`config.mk`:
```
export PLATFORM = sky130hd
export DESIGN_NAME = instr_prefetch_unit
export DESIGN_NICKNAME = d
export VERILOG_FILES = /design/src/rtl/instr_prefetch_unit_pkg.sv /design/src/rtl/instr_prefetch_unit_fifo.sv /design/src/rtl/instr_prefetch_unit.sv
export SDC_FILE = /design/constraint.sdc
export NUM_CORES = 1
export LEC_CHECK = 0
export CAP_MARGIN = 40
export CELL_PAD_IN_SITES_DETAIL_PLACEMENT = 1
export CELL_PAD_IN_SITES_GLOBAL_PLACEMENT = 1
export CORE_AREA = 2 2 191 193
export CTS_CLUSTER_DIAMETER = 40
export CTS_CLUSTER_SIZE = 25
export DETAILED_ROUTE_END_ITERATION = 8
export DIE_AREA = 0 0 193 195
export GPL_ROUTABILITY_DRIVEN = 0
export MAX_ROUTING_LAYER = met4
export PLACE_DENSITY = 0.87
export SETUP_SLACK_MARGIN = 0.05
export SYNTH_ARGS = -nofsm -noshare
export SYNTH_HDL_FRONTEND = slang
export SYNTH_SLANG_ARGS = --single-unit
export TNS_END_PERCENT = 100
```
`constraint.sdc`:
```
create_clock -name clk_i -period 3.5 [get_ports clk_i]
set_input_delay 1.05 -clock clk_i [delete_from_list [all_inputs] [get_ports clk_i]]
set_output_delay 1.05 -clock clk_i [all_outputs]
set_load 0.01 [all_outputs]
```
`src/rtl/instr_prefetch_unit_pkg.sv`:
```
// Shared types and constants for the instruction prefetch unit.
package instr_prefetch_unit_pkg;

  typedef enum logic [1:0] {
    ST_IDLE = 2'd0,
    ST_REQ  = 2'd1,
    ST_DROP = 2'd2
  } pf_state_t;

  localparam logic [31:0] PC_INC = 32'd4;

  typedef struct packed {
    logic [31:0] pc;
    logic [31:0] instr;
  } fetch_entry_t;

endpackage

```
`src/rtl/instr_prefetch_unit_fifo.sv`:
```
// Fetch buffer: DEPTH entries of {pc, instr} with push, pop and a flush that wins over both.
module prefetch_fifo
  import instr_prefetch_unit_pkg::*;
#(
  parameter int DEPTH = 4
) (
  input  logic                     clk_i,
  input  logic                     rst_i,
  input  logic                     push_i,
  input  logic [31:0]              push_pc_i,
  input  logic [31:0]              push_instr_i,
  input  logic                     pop_i,
  input  logic                     flush_i,
  output logic                     valid_o,
  output logic [31:0]              instr_o,
  output logic [31:0]              pc_o,
  output logic [$clog2(DEPTH):0]   count_o
);

  localparam int AW = $clog2(DEPTH);
  localparam int CW = AW + 1;

  fetch_entry_t          mem_q [DEPTH];
  fetch_entry_t          mem_d [DEPTH];
  logic [AW-1:0]         wr_ptr_q, wr_ptr_d;
  logic [AW-1:0]         rd_ptr_q, rd_ptr_d;
  logic [CW-1:0]         count_q, count_d;
  logic                  push_eff;
  logic                  pop_eff;

  always_comb begin
    push_eff = push_i && !flush_i;
    pop_eff  = pop_i && (count_q != '0) && !flush_i;
    mem_d    = mem_q;
    wr_ptr_d = wr_ptr_q;
    rd_ptr_d = rd_ptr_q;
    count_d  = count_q;
    if (flush_i) begin
      wr_ptr_d = '0;
      rd_ptr_d = '0;
      count_d  = '0;
    end else begin
      if (push_eff) begin
        mem_d[wr_ptr_q] = '{pc: push_pc_i, instr: push_instr_i};
        wr_ptr_d        = wr_ptr_q + AW'(1);
      end
      if (pop_eff) begin
        rd_ptr_d = rd_ptr_q + AW'(1);
      end
      count_d = count_q + CW'(push_eff) - CW'(pop_eff);
    end
  end

  always_ff @(posedge clk_i or negedge rst_i) begin
    if (!rst_i) begin
      for (int i = 0; i < DEPTH; i++) begin
        mem_q[i] <= '0;
      end
      wr_ptr_q <= '0;
      rd_ptr_q <= '0;
      count_q  <= '0;
    end else begin
      mem_q    <= mem_d;
      wr_ptr_q <= wr_ptr_d;
      rd_ptr_q <= rd_ptr_d;
      count_q  <= count_d;
    end
  end

  // The fetch FSM only issues a request when the result will fit, so a full push is a bug upstream.
  a_no_push_when_full : assert property (@(posedge clk_i) disable iff (!rst_i)
    !(push_i && !flush_i && (count_q == CW'(DEPTH))));

  assign valid_o = (count_q != '0);
  assign instr_o = mem_q[rd_ptr_q].instr;
  assign pc_o    = mem_q[rd_ptr_q].pc;
  assign count_o = count_q;

endmodule

```
`src/rtl/instr_prefetch_unit.sv`:
```
// Prefetch front end: sequential fetch over a req/ack memory port into a small buffer.
//   state | meaning
//   IDLE  | no request outstanding (buffer full or just out of reset)
//   REQ   | request for fetch_pc outstanding, data will be pushed
//   DROP  | request outstanding whose data is discarded after a redirect
module instr_prefetch_unit
  import instr_prefetch_unit_pkg::*;
#(
  parameter int          DEPTH    = 4,
  parameter logic [31:0] RESET_PC = 32'h0
) (
  input  logic                     clk_i,
  input  logic                     rst_i,
  output logic                     mem_req_o,
  output logic [31:0]              mem_addr_o,
  input  logic                     mem_ack_i,
  input  logic [31:0]              mem_data_i,
  output logic                     instr_valid_o,
  output logic [31:0]              instr_o,
  output logic [31:0]              instr_pc_o,
  input  logic                     instr_ready_i,
  input  logic                     redirect_i,
  input  logic [31:0]              redirect_addr_i,
  output logic [$clog2(DEPTH):0]   count_o
);

  localparam int CW = $clog2(DEPTH) + 1;

  pf_state_t     state_q, state_d;
  logic [31:0]   fetch_pc_q, fetch_pc_d;
  logic          mem_req_q, mem_req_d;
  logic [31:0]   mem_addr_q, mem_addr_d;

  logic          ack;
  logic          push;
  logic          pop;
  logic [31:0]   redir_pc;
  logic [31:0]   next_pc;
  logic [CW-1:0] count_after;
  logic          space;

  prefetch_fifo #(.DEPTH(DEPTH)) u_fifo (
    .clk_i        (clk_i),
    .rst_i        (rst_i),
    .push_i       (push),
    .push_pc_i    (fetch_pc_q),
    .push_instr_i (mem_data_i),
    .pop_i        (pop),
    .flush_i      (redirect_i),
    .valid_o      (instr_valid_o),
    .instr_o      (instr_o),
    .pc_o         (instr_pc_o),
    .count_o      (count_o)
  );

  always_comb begin
    ack         = mem_ack_i && mem_req_q;
    redir_pc    = redirect_addr_i & ~32'h3;
    next_pc     = fetch_pc_q + PC_INC;
    push        = (state_q == ST_REQ) && ack && !redirect_i;
    pop         = instr_valid_o && instr_ready_i && !redirect_i;
    count_after = redirect_i ? '0 : (count_o + CW'(push) - CW'(pop));
    space       = (count_after < CW'(DEPTH));

    state_d    = state_q;
    fetch_pc_d = fetch_pc_q;
    mem_req_d  = mem_req_q;
    mem_addr_d = mem_addr_q;

    unique case (state_q)
      ST_IDLE: begin
        if (redirect_i) begin
          fetch_pc_d = redir_pc;
          state_d    = ST_REQ;
          mem_req_d  = 1'b1;
          mem_addr_d = redir_pc;
        end else if (space) begin
          state_d    = ST_REQ;
          mem_req_d  = 1'b1;
          mem_addr_d = fetch_pc_q;
        end
      end
      ST_REQ: begin
        if (ack && redirect_i) begin
          fetch_pc_d = redir_pc;
          mem_addr_d = redir_pc;
        end else if (ack) begin
          fetch_pc_d = next_pc;
          if (space) begin
            mem_addr_d = next_pc;
          end else begin
            state_d   = ST_IDLE;
            mem_req_d = 1'b0;
          end
        end else if (redirect_i) begin
          // Request must stay stable until acked; its data is thrown away in DROP.
          fetch_pc_d = redir_pc;
          state_d    = ST_DROP;
        end
      end
      ST_DROP: begin
        if (redirect_i) begin
          fetch_pc_d = redir_pc;
        end
        if (ack) begin
          state_d    = ST_REQ;
          mem_addr_d = redirect_i ? redir_pc : fetch_pc_q;
        end
      end
      default: begin
        state_d   = ST_IDLE;
        mem_req_d = 1'b0;
      end
    endcase
  end

  always_ff @(posedge clk_i or negedge rst_i) begin
    if (!rst_i) begin
      state_q    <= ST_IDLE;
      fetch_pc_q <= RESET_PC;
      mem_req_q  <= 1'b0;
      mem_addr_q <= '0;
    end else begin
      state_q    <= state_d;
      fetch_pc_q <= fetch_pc_d;
      mem_req_q  <= mem_req_d;
      mem_addr_q <= mem_addr_d;
    end
  end

  assign mem_req_o  = mem_req_q;
  assign mem_addr_o = mem_addr_q;

endmodule

```
==> flow_metrics.tcl, run 1 <==
set metrics [dict create \
    outcome "complete, no violations" \
    num_antenna_cells 0 \
    netlist-cell-type-count 63 \
    die_w_um 193 \
    flop2flop_setup_slack_ps 510 \
    yosys.cell_count.top_type "sky130_fd_sc_hd__dfrtp_1" \
    drc_errors 0 \
    worstMarginPinSlew_ps 796 \
    post-route-period-util_pct 97.6 \
    yosys_warnings 0 \
    crit_required_ps 2450 \
    grt_max_degree 74 \
    regToRegEndpoint "mem_addr_o[24]" \
    timing.critical_path.from "u_fifo.rd_ptr_q[0]" \
    beginning_of_the_worst_register_to_register_path "u_fifo.count_o[1]" \
    ctsHtreeMaxLevel 2 \
    syn_area_um2 15800 \
    syn_to_final_growth_pct 28.8 \
    tritoncts "built" \
    slowest_delay_ps 540 \
    postSynth.asyncResetShare_pct 100 \
    synth-edff-count 0 \
    postSynth.topFlopCell "sky130_fd_sc_hd__dfrtp_1" \
    antenna_found_initial 0 \
    critical_path.startpoint_type "flip-flop" \
    dpl_cell_area_um2 18200 \
    synth_largest_area_cell "sky130_fd_sc_hd__dfrtp_1" \
    synth.avg_cell_area_um2 12.9 \
    die_height_um 195 \
    routed_wl_um 49100 \
    cp-endpoint "instr_o[16]" \
    tritoncts.num_buffers 50 \
    synth.top_cells.by_count "330 x sky130_fd_sc_hd__dfrtp_1, 245 x sky130_fd_sc_hd__mux2_2, 93 x sky130_fd_sc_hd__nand2_1, 74 x sky130_fd_sc_hd__clkbuf_1, 64 x sky130_fd_sc_hd__mux4_2" \
    synthesis.nets 1312 \
    synth.top_cells.by_area "sky130_fd_sc_hd__dfrtp_1 52%, sky130_fd_sc_hd__mux2_2 17%, sky130_fd_sc_hd__mux4_2 9.1%" \
    post_route_ant_nets 0 \
    ys_ff_latch 330 \
    clockBufferDepth 3 \
    pin_count 170 \
    min_delay_path_class "input pin to asynchronous set/reset pin" \
    cts.reportedPaths.clkPinSlew_ps 50 \
    worst_r2r_path_depth 13 \
    finalNetCount 1478 \
    dr.pass1.iters 7 \
    critPathCaptureType "primary output" \
    grt_remaining_overflow 0 \
    first_global_vias 13000 \
    rsz0062_at_grt "no" \
    detailed_place_hpwl_um 30300 \
    synth_sequential_area_ratio_pct 52.1 \
    layout.filler_cells 3402 \
    clock-skew-final_ps 27.6 \
    syn-instance-count 1233 \
    post_layout_total_power_mw 18.9 \
    wl_per_cell_um 25.9 \
    buffer_ports.inserted 167 \
    grt_util_all_layers_pct 26.9 \
    worstSetupPathType "flip-flop to primary output" \
    final.min_clock_period_ps 3420 \
    crit_fanout 16 \
    finalInstanceArea_um2 20400 \
    post-synth-top-area-fraction_pct 52.1 \
    drt-vias-per-instance 6.07 \
    first_iter_violations 696 \
    setup-violations-final 0 \
    worst_slew_margin_rel_pct 46.4 \
    clock_insertion_delay_worst_skew_ps 590 \
    signal_arrival_time_at_the_worst_endpoint_ps 2370 \
    achievable-frequency_ghz 0.293 \
    total_leakage_power_nw 9.65 \
    cp_num_buf_inv 2 \
    finalMaxSlewViolations 0 \
    floorplan.initialDensity_pct 44.8 \
    via_count 11500 \
    rows 69 \
    crit_path_top_delay_cell "sky130_fd_sc_hd__mux4_2" \
    placeableCoreArea_um2 35400 \
    report.final.hold_viol_count 0 \
    ctsHoldBuffers 0 \
    cp.depth 3 \
    critical-path-top-delay-family "buffers and inverters" \
    worstPathCellList "buf_16 > mux4_2 > clkdlybuf4s50_1" \
    clock_sink_count 330 \
    grt_pass1_wl_um 75400 \
    die_area_um2 37600 \
    ctsRootBufferMaster "sky130_fd_sc_hd__clkbuf_16" \
    power_density_nw_per_um2 925 \
    vdd_ir_drop_max_uv 544 \
    final_layout_size_suffix_gt1_share_pct 33.1 \
    maximum_capacitance_violations 0 \
]
-- what timing repair did --
| item | CTS | global route |
|---|---|---|
| gates cloned | 0 | 3 |
| gates resized for setup | 2 | 58 |
| setup endpoints to repair | 59 | 64 |
| setup buffers | 0 | 10 |
-- how the worst min path moves through the flow --
stage                                 start           endpoint  cells past startpoint  slack, ps
after floorplan           u_fifo.mem_q[102]  u_fifo.mem_q[102]                      2        440
after global placement    u_fifo.mem_q[230]  u_fifo.mem_q[230]                      2        460
after detailed placement  u_fifo.mem_q[107]  u_fifo.mem_q[107]                      2        470
after CTS                             rst_i  u_fifo.mem_q[218]                      1        400
after global routing                  rst_i  u_fifo.mem_q[156]                      1        420
final                                 rst_i  u_fifo.mem_q[209]                      1        410
-- report_power, final --
group | internal (mW) | leakage (nW) | total, mW | switching, mW
Clock | 3.59 | 0.885 | 5.49 | 1.90
Combinational | 3.77 | 4.47 | 6.93 | 3.16
Sequential | 5.13 | 4.30 | 6.46 | 1.33
Total | 12.5 | 9.65 | 18.9 | 6.39
-- sequential cells by signal (all words and copies together), names as in the netlist --
name / count
u_fifo.wr_ptr_q: 2
mem_addr_o: 32
mem_req_o: 1
fetch_pc_q: 32
u_fifo.mem_q: 256
u_fifo.count_o: 3
state_q: 2
u_fifo.rd_ptr_q: 2
-- layout by cell type, fill, tap and decap left out, types with 10 or more instances in the layout --
cell type,n
sky130_fd_sc_hd__nor4_1,10
sky130_fd_sc_hd__a21oi_1,27
sky130_fd_sc_hd__nor2_1,39
sky130_fd_sc_hd__dfrtp_1,328
sky130_fd_sc_hd__a211oi_1,11
sky130_fd_sc_hd__nor3_1,13
sky130_fd_sc_hd__buf_12,18
sky130_fd_sc_hd__mux4_2,64
sky130_fd_sc_hd__dlymetal6s2s_1,53
sky130_fd_sc_hd__nand3_1,22
sky130_fd_sc_hd__bufinv_16,11
sky130_fd_sc_hd__inv_1,14
sky130_fd_sc_hd__mux2_2,245
sky130_fd_sc_hd__clkdlybuf4s50_1,112
sky130_fd_sc_hd__buf_4,36
sky130_fd_sc_hd__o22ai_1,18
sky130_fd_sc_hd__nand2_1,89
sky130_fd_sc_hd__o21ai_0,53
sky130_fd_sc_hd__clkbuf_16,56
sky130_fd_sc_hd__o31ai_1,10
-- per-layer routing --
metal,GRT usage (%),share of wire [%]
met5,-,0
met4,9.23,2.4
met3,4.35,6.0
met2,45.9,52
met1,32.2,39
-- metrics by stage --
stage               std cells  hold slack [ps]  util (%)  TNS (ps)  setup WS (ps)
floorplan                1233              445         -         0           64.0
global placement         1795              457      51.5     -1570           -121
detailed placement       1795              468      51.5     -2630           -187
CTS                      1886              400      56.7      -110          -25.3
global route             1899              423      57.7         0           43.1
finish                   1899              406      57.7         0           83.8
-- cell type report --
| cell class | instances | area [µm²] | share of cell area [%] |
|---|---|---|---|
| clock buffers | 59 | 1360 | 6.66 |
| clock inverters | 32 | 480 | 2.35 |
| inverters | 15 | 56.3 | 0.276 |
| multi-input cells | 776 | 7120 | 34.9 |
| flip-flops and latches | 330 | 8270 | 40.5 |
| well taps | 461 | 577 | 2.83 |
| repair buffers | 226 | 2550 | 12.5 |
-- cell families (layout without fill, tap and decap cells) --
group	Yosys count	count (layout)	share of synthesized area, %
DFF	330	330	52.1
muxes	313	313	26.8
and+or+nand+nor	242	242	7.77
AOI/OAI and AO/OA	194	194	8.34
buffers and inverters	127	332	3.25
xor gates and xnor gates	17	17	0.939
adders and majority gates	10	10	0.837
Note: power is estimated with default switching activity, not from simulation.
==> inputs of run 2 (changes only) <==
CORE_AREA = 2 2 216 218   (was 2 2 191 193)
DIE_AREA = 0 0 218 220   (was 0 0 193 195)
PLACE_DENSITY = 0.73   (was 0.87)
==> run 2 against run 1 <==
  * Sequential power decreased by 2%
  * Critical path type unchanged
  * Setup slack improved by 140 ps
  * Sequential share of layout area fell by 0.38 points
  * Via count shrank 3.1%
  * Non-clock buffer count shrank 10
  * Fmax increased by 4.4%
  * Clock power up 9.5%
  * Die area rose by 27%
  * Global-route usage down 6.6 points
  * Clock skew is 7.7 ps lower
  * Critical path depth stayed put
  * Clock-buffer cell count grew 17
==> flow_metrics.tcl, run 2 (same netlist as run 1, synthesis figures left out) <==
set metrics [dict create \
    outcome "complete, no violations" \
    report.final.hold_viol_count 0 \
    routed_wl_um 46400 \
    dpl_cell_area_um2 18500 \
    buffer_ports.inserted 167 \
    layout.cells.most_common "sky130_fd_sc_hd__dfrtp_1" \
    die_w_um 218 \
    post-route-period-util_pct 93.5 \
    placeableCoreArea_um2 45900 \
    largest_reg_flops 256 \
    floorplan.initialDensity_pct 34.6 \
    routed.top_layer "met4" \
    wl_per_cell_um 22.6 \
    min_delay_path_class "input pin to asynchronous set/reset pin" \
    grt_util_all_layers_pct 20.2 \
    detailed_place_hpwl_um 30500 \
    syn_to_final_growth_pct 30.0 \
    worstMarginPinSlew_ps 893 \
    maximum_capacitance_violations 0 \
    dr.pass1.iters 7 \
    final.min_clock_period_ps 3270 \
    die_height_um 220 \
    ctsRootBufferMaster "sky130_fd_sc_hd__clkbuf_16" \
    met2WireLength_um 22500 \
    antenna_found_initial 0 \
    crit_fanout 23 \
    largest_register "u_fifo.mem_q" \
    worst_slew_margin_rel_pct 39.9 \
    grt_max_degree 79 \
    clockBufferDepth 3 \
    rows 79 \
    clock_sink_count 330 \
    die_area_um2 48000 \
    clock_insertion_delay_worst_skew_ps 620 \
    final_layout_size_suffix_gt1_share_pct 33.6 \
    rsz0062_at_grt "no" \
    post_route_ant_nets 0 \
    finalMaxSlewViolations 0 \
    met1_wire_length_um 20400 \
    total_leakage_power_nw 9.28 \
    cts.reportedPaths.clkPinSlew_ps 60 \
    signal_arrival_time_at_the_worst_endpoint_ps 2220 \
    setup_total_negative_slack_ps 0 \
    layoutNonFillerInstCount 2057 \
    crit_required_ps 2450 \
    tritoncts.num_buffers 60 \
    drt-vias-per-instance 5.43 \
    finalInstanceArea_um2 20600 \
    via_count 11200 \
    vdd_ir_drop_max_uv 433 \
    finalNetCount 1478 \
    critical_path.startpoint_type "flip-flop" \
    tritoncts "built" \
    first_iter_violations 647 \
    drc_errors 0 \
    grt_pass1_wl_um 72600 \
    pin_count 170 \
    ctsHtreeMaxLevel 2 \
    num_antenna_cells 0 \
    worstSetupPathType "flip-flop to primary output" \
    setup-violations-final 0 \
    place_inst 1942 \
    met3_wire_length_um 2310 \
    leading_cell_types_in_the_layout_fill_and_taps_excluded "328 x sky130_fd_sc_hd__dfrtp_1, 245 x sky130_fd_sc_hd__mux2_2, 101 x sky130_fd_sc_hd__clkdlybuf4s50_1" \
    critPathCaptureType "primary output" \
    clock-skew-final_ps 19.9 \
    ctsHoldBuffers 0 \
    grt_remaining_overflow 0 \
    power_density_nw_per_um2 912 \
    first_global_vias 12200 \
    achievable-frequency_ghz 0.305 \
]
==> run 2: cell types whose count changed in the layout (fill, tap and decap cells not counted), sizes merged <==
cell,previous run,this run
bufinv,11,6
clkbuf,62,76
clkinv,12,15
buf,58,51
clkinvlp,6,5
dlygate4sd2,0,64
inv,18,26
dlymetal6s2s,53,0
clkdlybuf4s50,112,101
==> run 2: report_power, final <==
group          internal (mW)  total (mW)  switching [mW]  leakage [nW]
sequential              5.13        6.34            1.21          4.30
combinational           3.43        6.44            3.02          3.95
clock                   3.85        6.01            2.16          1.03
==> run 2: critical path: stages, from the launching register on <==
cell,delay (ps)
sky130_fd_sc_hd__dfrtp_4,470
sky130_fd_sc_hd__buf_16,220
sky130_fd_sc_hd__mux4_2,560
sky130_fd_sc_hd__dlygate4sd2_1,320
==> run 2: cell type report <==
| cell class | instances | area [µm²] |
|---|---|---|
| clock buffer | 76 | 1660 |
| clock inverter | 37 | 459 |
| fill | 4662 | 25300 |
| inverter | 15 | 56.3 |
| multi-input combinational | 776 | 7120 |
| sequential | 330 | 8270 |
| tap | 607 | 759 |
| timing repair buffer | 216 | 2280 |
==> run 2: metal layers <==
metal | up-vias | track usage (%)
li1 | 4924 | -
met1 | 5864 | 26.2
met4 | 0 | 6.51
met3 | 69 | 3.23
met2 | 309 | 32.6
met5 | - | -
==> run 2: path summary, 6_finish.rpt <==
kind                               startpoint                end  slack (ps)  depth (start not counted)
max                        u_fifo.rd_ptr_q[0]     instr_pc_o[23]         230                          3
min                                     rst_i  u_fifo.mem_q[157]         420                          1
max reg2reg                 u_fifo.count_o[1]     mem_addr_o[30]         530                         12
min reg2reg                 u_fifo.mem_q[107]  u_fifo.mem_q[107]         470                          2
max in group asynchronous               rst_i  u_fifo.mem_q[254]        2150                          2
min in group clk_i          u_fifo.mem_q[107]  u_fifo.mem_q[107]         470                          2
==> run 2: stage by stage <==
step	worst slack (ps)	total power, mW	hold WS, ps	util [%]
2_1_floorplan	64.0	10.0	445	-
3_3_place_gp	-91.0	12.9	457	40.4
3_5_place_dp	-168	13.2	468	40.4
4_1_cts	149	19.0	417	44.9
5_1_grt	126	19.8	447	44.9
6_report	226	18.8	424	44.9
==> run 2: what timing repair did <==
item | CTS | global route
gates resized for setup | 65 | 0
setup buffers | 2 | 0
endpoints found under the setup margin | 64 | 0
endpoints found under the hold margin | 0 | 0
